`src/rtl/riscv_ctrl_fsm.sv`:
```
// Multicycle RV32I control unit: sequences fetch/decode/execute/memory/writeback and
// drives the ALU op, operand selects, write enables and the req/ack memory handshake.
module riscv_ctrl_fsm #(
    parameter int ALU_OP_W = 3,
    parameter int STATE_W  = 4
) (
    input  logic                clk,
    input  logic                rst,
    input  logic [31:0]         instr,
    input  logic                mem_ack,
    input  logic                alu_zero,
    output logic                mem_req,
    output logic                mem_we,
    output logic                mem_addr_sel,
    output logic                ir_we,
    output logic                pc_we,
    output logic                pc_sel,
    output logic [1:0]          alu_src_a_sel,
    output logic [1:0]          alu_src_b_sel,
    output logic [ALU_OP_W-1:0] alu_op,
    output logic [1:0]          result_sel,
    output logic                rf_we,
    output logic                illegal,
    output logic [STATE_W-1:0]  state
);

    typedef enum logic [3:0] {
        S_FETCH     = 4'd0,
        S_DECODE    = 4'd1,
        S_MEM_ADDR  = 4'd2,
        S_MEM_READ  = 4'd3,
        S_MEM_WB    = 4'd4,
        S_MEM_WRITE = 4'd5,
        S_EXEC_R    = 4'd6,
        S_EXEC_I    = 4'd7,
        S_ALU_WB    = 4'd8,
        S_BRANCH    = 4'd9,
        S_JAL       = 4'd10,
        S_LUI       = 4'd11,
        S_TRAP      = 4'd12
    } state_t;

    localparam logic [ALU_OP_W-1:0] OP_ADD  = ALU_OP_W'(0);
    localparam logic [ALU_OP_W-1:0] OP_OR   = ALU_OP_W'(1);
    localparam logic [ALU_OP_W-1:0] OP_SRL  = ALU_OP_W'(2);
    localparam logic [ALU_OP_W-1:0] OP_SLL  = ALU_OP_W'(3);
    localparam logic [ALU_OP_W-1:0] OP_SLTU = ALU_OP_W'(4);
    localparam logic [ALU_OP_W-1:0] OP_SUB  = ALU_OP_W'(5);
    localparam logic [ALU_OP_W-1:0] OP_SRC1 = ALU_OP_W'(6);

    localparam logic [6:0] OPC_R      = 7'b0110011;
    localparam logic [6:0] OPC_I      = 7'b0010011;
    localparam logic [6:0] OPC_LOAD   = 7'b0000011;
    localparam logic [6:0] OPC_STORE  = 7'b0100011;
    localparam logic [6:0] OPC_BRANCH = 7'b1100011;
    localparam logic [6:0] OPC_JAL    = 7'b1101111;
    localparam logic [6:0] OPC_LUI    = 7'b0110111;

    localparam logic [1:0] A_PC     = 2'd0;
    localparam logic [1:0] A_RS1    = 2'd1;
    localparam logic [1:0] A_OLD_PC = 2'd2;
    localparam logic [1:0] A_ZERO   = 2'd3;
    localparam logic [1:0] B_RS2    = 2'd0;
    localparam logic [1:0] B_IMM    = 2'd1;
    localparam logic [1:0] B_FOUR   = 2'd2;
    localparam logic [1:0] RES_ALU_OUT = 2'd0;
    localparam logic [1:0] RES_MEM     = 2'd1;
    localparam logic [1:0] RES_ALU     = 2'd2;

    state_t     state_q, state_d;
    logic       illegal_q, illegal_d;
    logic [6:0] opcode;
    logic [2:0] funct3;
    logic [6:0] funct7;
    logic       unused_instr_bits;

    assign opcode = instr[6:0];
    assign funct3 = instr[14:12];
    assign funct7 = instr[31:25];
    assign unused_instr_bits = ^{instr[24:15], instr[11:7]};

    // Shift encodings need funct7 clear; only ADD has an alternate (SUB) form.
    function automatic logic r_legal(input logic [2:0] f3, input logic [6:0] f7);
        case (f3)
            3'b000:                      return (f7 == 7'b0000000) || (f7 == 7'b0100000);
            3'b001, 3'b011, 3'b101, 3'b110: return (f7 == 7'b0000000);
            default:                     return 1'b0;
        endcase
    endfunction

    function automatic logic i_legal(input logic [2:0] f3, input logic [6:0] f7);
        case (f3)
            3'b000, 3'b011, 3'b110: return 1'b1;
            3'b001, 3'b101:         return (f7 == 7'b0000000);
            default:                return 1'b0;
        endcase
    endfunction

    function automatic logic [ALU_OP_W-1:0] r_op(input logic [2:0] f3, input logic [6:0] f7);
        case (f3)
            3'b000:  return f7[5] ? OP_SUB : OP_ADD;
            3'b110:  return OP_OR;
            3'b001:  return OP_SLL;
            3'b101:  return OP_SRL;
            3'b011:  return OP_SLTU;
            default: return OP_ADD;
        endcase
    endfunction

    function automatic logic [ALU_OP_W-1:0] i_op(input logic [2:0] f3);
        case (f3)
            3'b110:  return OP_OR;
            3'b001:  return OP_SLL;
            3'b101:  return OP_SRL;
            3'b011:  return OP_SLTU;
            default: return OP_ADD;
        endcase
    endfunction

    always_comb begin
        state_d       = state_q;
        illegal_d     = illegal_q;
        mem_req       = 1'b0;
        mem_we        = 1'b0;
        mem_addr_sel  = 1'b0;
        ir_we         = 1'b0;
        pc_we         = 1'b0;
        pc_sel        = 1'b0;
        alu_src_a_sel = A_PC;
        alu_src_b_sel = B_RS2;
        alu_op        = OP_ADD;
        result_sel    = RES_ALU_OUT;
        rf_we         = 1'b0;

        case (state_q)
            S_FETCH: begin
                mem_req       = 1'b1;
                alu_src_a_sel = A_PC;
                alu_src_b_sel = B_FOUR;
                if (mem_ack) begin
                    ir_we   = 1'b1;
                    pc_we   = 1'b1;
                    state_d = S_DECODE;
                end
            end
            S_DECODE: begin
                // Branch/JAL target is computed here and captured in the ALU-out register.
                alu_src_a_sel = A_OLD_PC;
                alu_src_b_sel = B_IMM;
                case (opcode)
                    OPC_R:               state_d = r_legal(funct3, funct7) ? S_EXEC_R : S_TRAP;
                    OPC_I:               state_d = i_legal(funct3, funct7) ? S_EXEC_I : S_TRAP;
                    OPC_LOAD, OPC_STORE: state_d = S_MEM_ADDR;
                    OPC_BRANCH:          state_d = (funct3[2:1] == 2'b00) ? S_BRANCH : S_TRAP;
                    OPC_JAL:             state_d = S_JAL;
                    OPC_LUI:             state_d = S_LUI;
                    default:             state_d = S_TRAP;
                endcase
            end
            S_EXEC_R: begin
                alu_src_a_sel = A_RS1;
                alu_src_b_sel = B_RS2;
                alu_op        = r_op(funct3, funct7);
                state_d       = S_ALU_WB;
            end
            S_EXEC_I: begin
                alu_src_a_sel = A_RS1;
                alu_src_b_sel = B_IMM;
                alu_op        = i_op(funct3);
                state_d       = S_ALU_WB;
            end
            S_LUI: begin
                alu_src_a_sel = A_ZERO;
                alu_src_b_sel = B_IMM;
                state_d       = S_ALU_WB;
            end
            S_ALU_WB: begin
                result_sel = RES_ALU_OUT;
                rf_we      = 1'b1;
                state_d    = S_FETCH;
            end
            S_MEM_ADDR: begin
                alu_src_a_sel = A_RS1;
                alu_src_b_sel = B_IMM;
                state_d       = instr[5] ? S_MEM_WRITE : S_MEM_READ;
            end
            S_MEM_READ: begin
                mem_req      = 1'b1;
                mem_addr_sel = 1'b1;
                if (mem_ack) state_d = S_MEM_WB;
            end
            S_MEM_WB: begin
                result_sel = RES_MEM;
                rf_we      = 1'b1;
                state_d    = S_FETCH;
            end
            S_MEM_WRITE: begin
                mem_req      = 1'b1;
                mem_we       = 1'b1;
                mem_addr_sel = 1'b1;
                if (mem_ack) state_d = S_FETCH;
            end
            S_BRANCH: begin
                alu_src_a_sel = A_RS1;
                alu_src_b_sel = B_RS2;
                alu_op        = OP_SUB;
                pc_sel        = 1'b1;
                pc_we         = (funct3 == 3'b000) ? alu_zero : !alu_zero;
                state_d       = S_FETCH;
            end
            S_JAL: begin
                // ALU passes PC (already PC+4) through as the link value.
                alu_src_a_sel = A_PC;
                alu_op        = OP_SRC1;
                result_sel    = RES_ALU;
                rf_we         = 1'b1;
                pc_sel        = 1'b1;
                pc_we         = 1'b1;
                state_d       = S_FETCH;
            end
            S_TRAP: begin
                illegal_d = 1'b1;
            end
            default: state_d = S_FETCH;
        endcase

        // A reset cycle must not commit any architectural or memory side effect.
        if (rst) begin
            mem_req = 1'b0;
            mem_we  = 1'b0;
            ir_we   = 1'b0;
            pc_we   = 1'b0;
            rf_we   = 1'b0;
        end
    end

    always_ff @(posedge clk) begin
        if (rst) begin
            state_q   <= S_FETCH;
            illegal_q <= 1'b0;
        end else begin
            state_q   <= state_d;
            illegal_q <= illegal_d;
        end
    end

    assign illegal = illegal_q;
    assign state   = STATE_W'(state_q);

endmodule

```
`config.mk`:
```
export PLATFORM = sky130hd
export DESIGN_NAME = riscv_ctrl_fsm
export DESIGN_NICKNAME = d
export VERILOG_FILES = /design/src/rtl/riscv_ctrl_fsm.sv
export SDC_FILE = /design/constraint.sdc
export NUM_CORES = 1
export LEC_CHECK = 0
export BUFFER_PORTS_ARGS = -buffer_cell sky130_fd_sc_hd__buf_4
export CAP_MARGIN = 20
export CORE_ASPECT_RATIO = 1.5
export CORE_UTILIZATION = 35
export DETAILED_ROUTE_END_ITERATION = 8
export PLACE_DENSITY = 0.67
export SLEW_MARGIN = 15
export SYNTH_ARGS = -nofsm -noshare
export SYNTH_HDL_FRONTEND = slang
export SYNTH_SLANG_ARGS = --single-unit
```
`constraint.sdc`:
```
create_clock -name clk -period 1.5 [get_ports clk]
set_input_delay 0.3 -clock clk [delete_from_list [all_inputs] [get_ports clk]]
set_output_delay 0.3 -clock clk [all_outputs]
set_load 0.005 [all_outputs]
```
==> metrics.md <==
| Metric | Value |
|---|---|
| Clock tree from TritonCTS | `done` |
| Synth Register Bits | `5` |
| Yosys warns | `0` |
| Post-Layout Cell Count | `257` |
| Storage element area | `115 um2` |
| CP required | `1.20 ns` |
| Largest net degree at the start of global routing | `12` |
| Synthesized area per cell | `6.54 um2` |
| Slew headroom | `0.646` |
| Most used DFF post-synth | `dfxtp_1` |
| Max-slew violation count | `0` |
| Core area | `2450 um2` |
| Wire length per cell | `18.1 um` |
| CP cell instances | `nor2b_4, nor3b_2, a21oi_1, or3_1, nand2b_1, buf_4` |
| Largest cells by area after synthesis | `dfxtp_1 (11%), nor2_1 (7.1%), a21oi_1 (5.0%)` |
| Vias in the first global route | `1,499` |
| WL final | `4.65 mm` |
| DRT iter0 DRCs | `76` |
| Dpl cells | `231` |
| Hold Vio Cnt, Final | `0` |
| Maximum clock insertion buffer count | `2` |
| Gpl congestion | `0.921` |
| Die width | `43.5 um` |
| Sequential area share after synthesis | `0.111` |
| Final setup fails | `19` |
| Drt via density | `6.03` |
| Post-route setup slack | `-0.260 ns` |
| Clock skew | `0.00121 ns` |
| Maximum vdd ir drop | `0.418 mV` |
| Final HPWL DP | `2.45 mm` |
| Crit end category | `primary output` |
| Initial antenna violation count | `0` |
| RSZ-0062 raised after global routing | `true` |
| Top-count cell post-synth | `nor2_1` |
| Total power | `1.04 mW` |
| # fillers | `131` |
| Fmax | `0.568 GHz` |
| IO Port Bufs | `41` |
| Crit path max-delay family | `simple AND/OR/NAND/NOR gates` |
| Kind of critical path | `reg -> out` |
| Post-synth EDFFs | `0` |
| Worst skew pair latency | `0.24 ns` |
| DR pass1 iterations | `6` |
| Tmin final | `1.76 ns` |
| Via count | `1,549` |
| Crit-path max cell delay | `0.36 ns` |
| Core Rows | `22` |
| Yosys top cell area share | `0.111` |
| Chip height | `64.2 um` |
| Arrival time of the worst setup path | `1.46 ns` |
| Antenna Diode Count | `0` |
| Pwr/cell area | `501 nW/um2` |
| HP Class | `in -> reg` |
| Synth Cell Area | `902 um2` |
| Ys async rst share | `0` |
| Routed Antenna Nets | `0` |
| Part of the cycle the worst path needs | `1.17` |
| DIE AREA | `2790 um2` |
| Max_cap viols | `0` |
| Nets | `270` |
| Cells after Synth | `138` |
| Total GRT Usage | `0.297` |
| Highest-delay cell along the critical path | `dfxtp_4` |
| Failing checks | `DRC, setup timing` |
| Clock Tree Root | `clkbuf_4` |
| CTS HTree Levels | `1` |
| Io pins | `57` |
| Area of the multi-input gates | `977 um2` |
| Status | `finished with violations` |
| CTS Buf Count | `3` |
| Leading area contributor after synthesis | `dfxtp_1` |
| First-pass GRT wire length | `6.47 mm` |
| Mapped Nets | `174` |
| Synth-to-Final Area Change | `130%` |
| CP Max Fanout | `4` |
| CTS clk-pin slew, worst paths | `0.05 ns` |
| GRT overflow | `0` |
| Buf/Inv on CP | `1` |
| Critical path launch point type | `flop` |
| Drc violations | `4` |
| LEAKAGE | `0.926 nW` |
| Starting Density | `0.368` |
| Clk sinks | `5` |
| Library cells used by synthesis | `45` |
| Least-Margin Pin Slew | `0.527 ns` |
| Layout cells sized above 1 | `0.670` |
| Post-synth top cells | `nor2_1 (17), a21oi_1 (9), nor3_1 (9)` |
## worst min-delay path, stage by stage
cell and delay (ns):
buf_4 0.09, or4_4 0.13, o31ai_1 0.07
## registers in the layout, summed over array words and instances, names as in the netlist
register and flops:
illegal 1, state 4
## per-layer routing
layer  share of wire  routed length (um)  up-vias  track usage
met5               0                   0        -            0
met4           0.032                 151        0        0.125
met3           0.076                 353       21       0.0650
met2            0.52                2420      100        0.530
met1            0.37                1730      726        0.325
li1                -                   -      702            -
## final cells by class
| class | count | area share |
|---|---|---|
| sequential | 5 | 0.0555 |
| clock buffer | 4 | 0.0127 |
| inverter | 5 | 0.0115 |
| tap | 24 | 0.0145 |
| timing repair buffer | 103 | 0.435 |
| multi-input combinational | 116 | 0.471 |
## logic make-up after synthesis
kind of cell | synth area share
simple gates | 0.419
xor+xnor | 0.0194
compound gates | 0.327
flops | 0.111
mux | 0.0361
buf+inv | 0.0874
## through the flow
step | TNS (ns) | hold WS, ns | instance area [um2] | utilization | setup WS [ns]
floorplan | 0 | 0.461 | 905 | - | 0.00419
global placement | -0.755 | 0.476 | 1490 | 0.609 | -0.108
detailed placement | -0.848 | 0.462 | 1490 | 0.609 | -0.162
CTS | -2.09 | 0.368 | 1870 | 0.764 | -0.295
global route | -3.64 | 0.386 | 2070 | 0.847 | -0.342
finish | -2.77 | 0.383 | 2070 | 0.847 | -0.260
## placed cells by master, fill, tap and decap left out, types with 4 or more instances in the layout
master and n:
buf_4 73, buf_6 27, nor2_1 11, a21oi_1 7, o21ai_0 6, a31oi_1 6
nand2b_1 4, nor2_2 4, nor3_1 4, nand2_1 4, dfxtp_4 4
## final timing paths
check | cells after the start | to | slack, ns | startpoint
hold / removal | 3 | state[0] | 0.38 | rst
hold reg to reg | 2 | illegal | 0.51 | illegal
setup / recovery | 6 | alu_op[2] | -0.26 | state[0]
setup reg to reg | 8 | state[3] | -0.19 | state[0]
## power breakdown
group	switching [mW]	total, mW	internal, mW	leakage [nW]
clock	0.0597	0.161	0.101	0.0150
combinational	0.311	0.712	0.401	0.867
sequential	0.0244	0.167	0.142	0.0437
## what timing repair did
item,4_1_cts,5_1_grt
hold buffers,0,0
resized for setup,69,29
pin swaps,15,15
buffers inserted,12,11
setup endpoints to repair,19,19
Note: power is estimated with default switching activity, not from simulation.
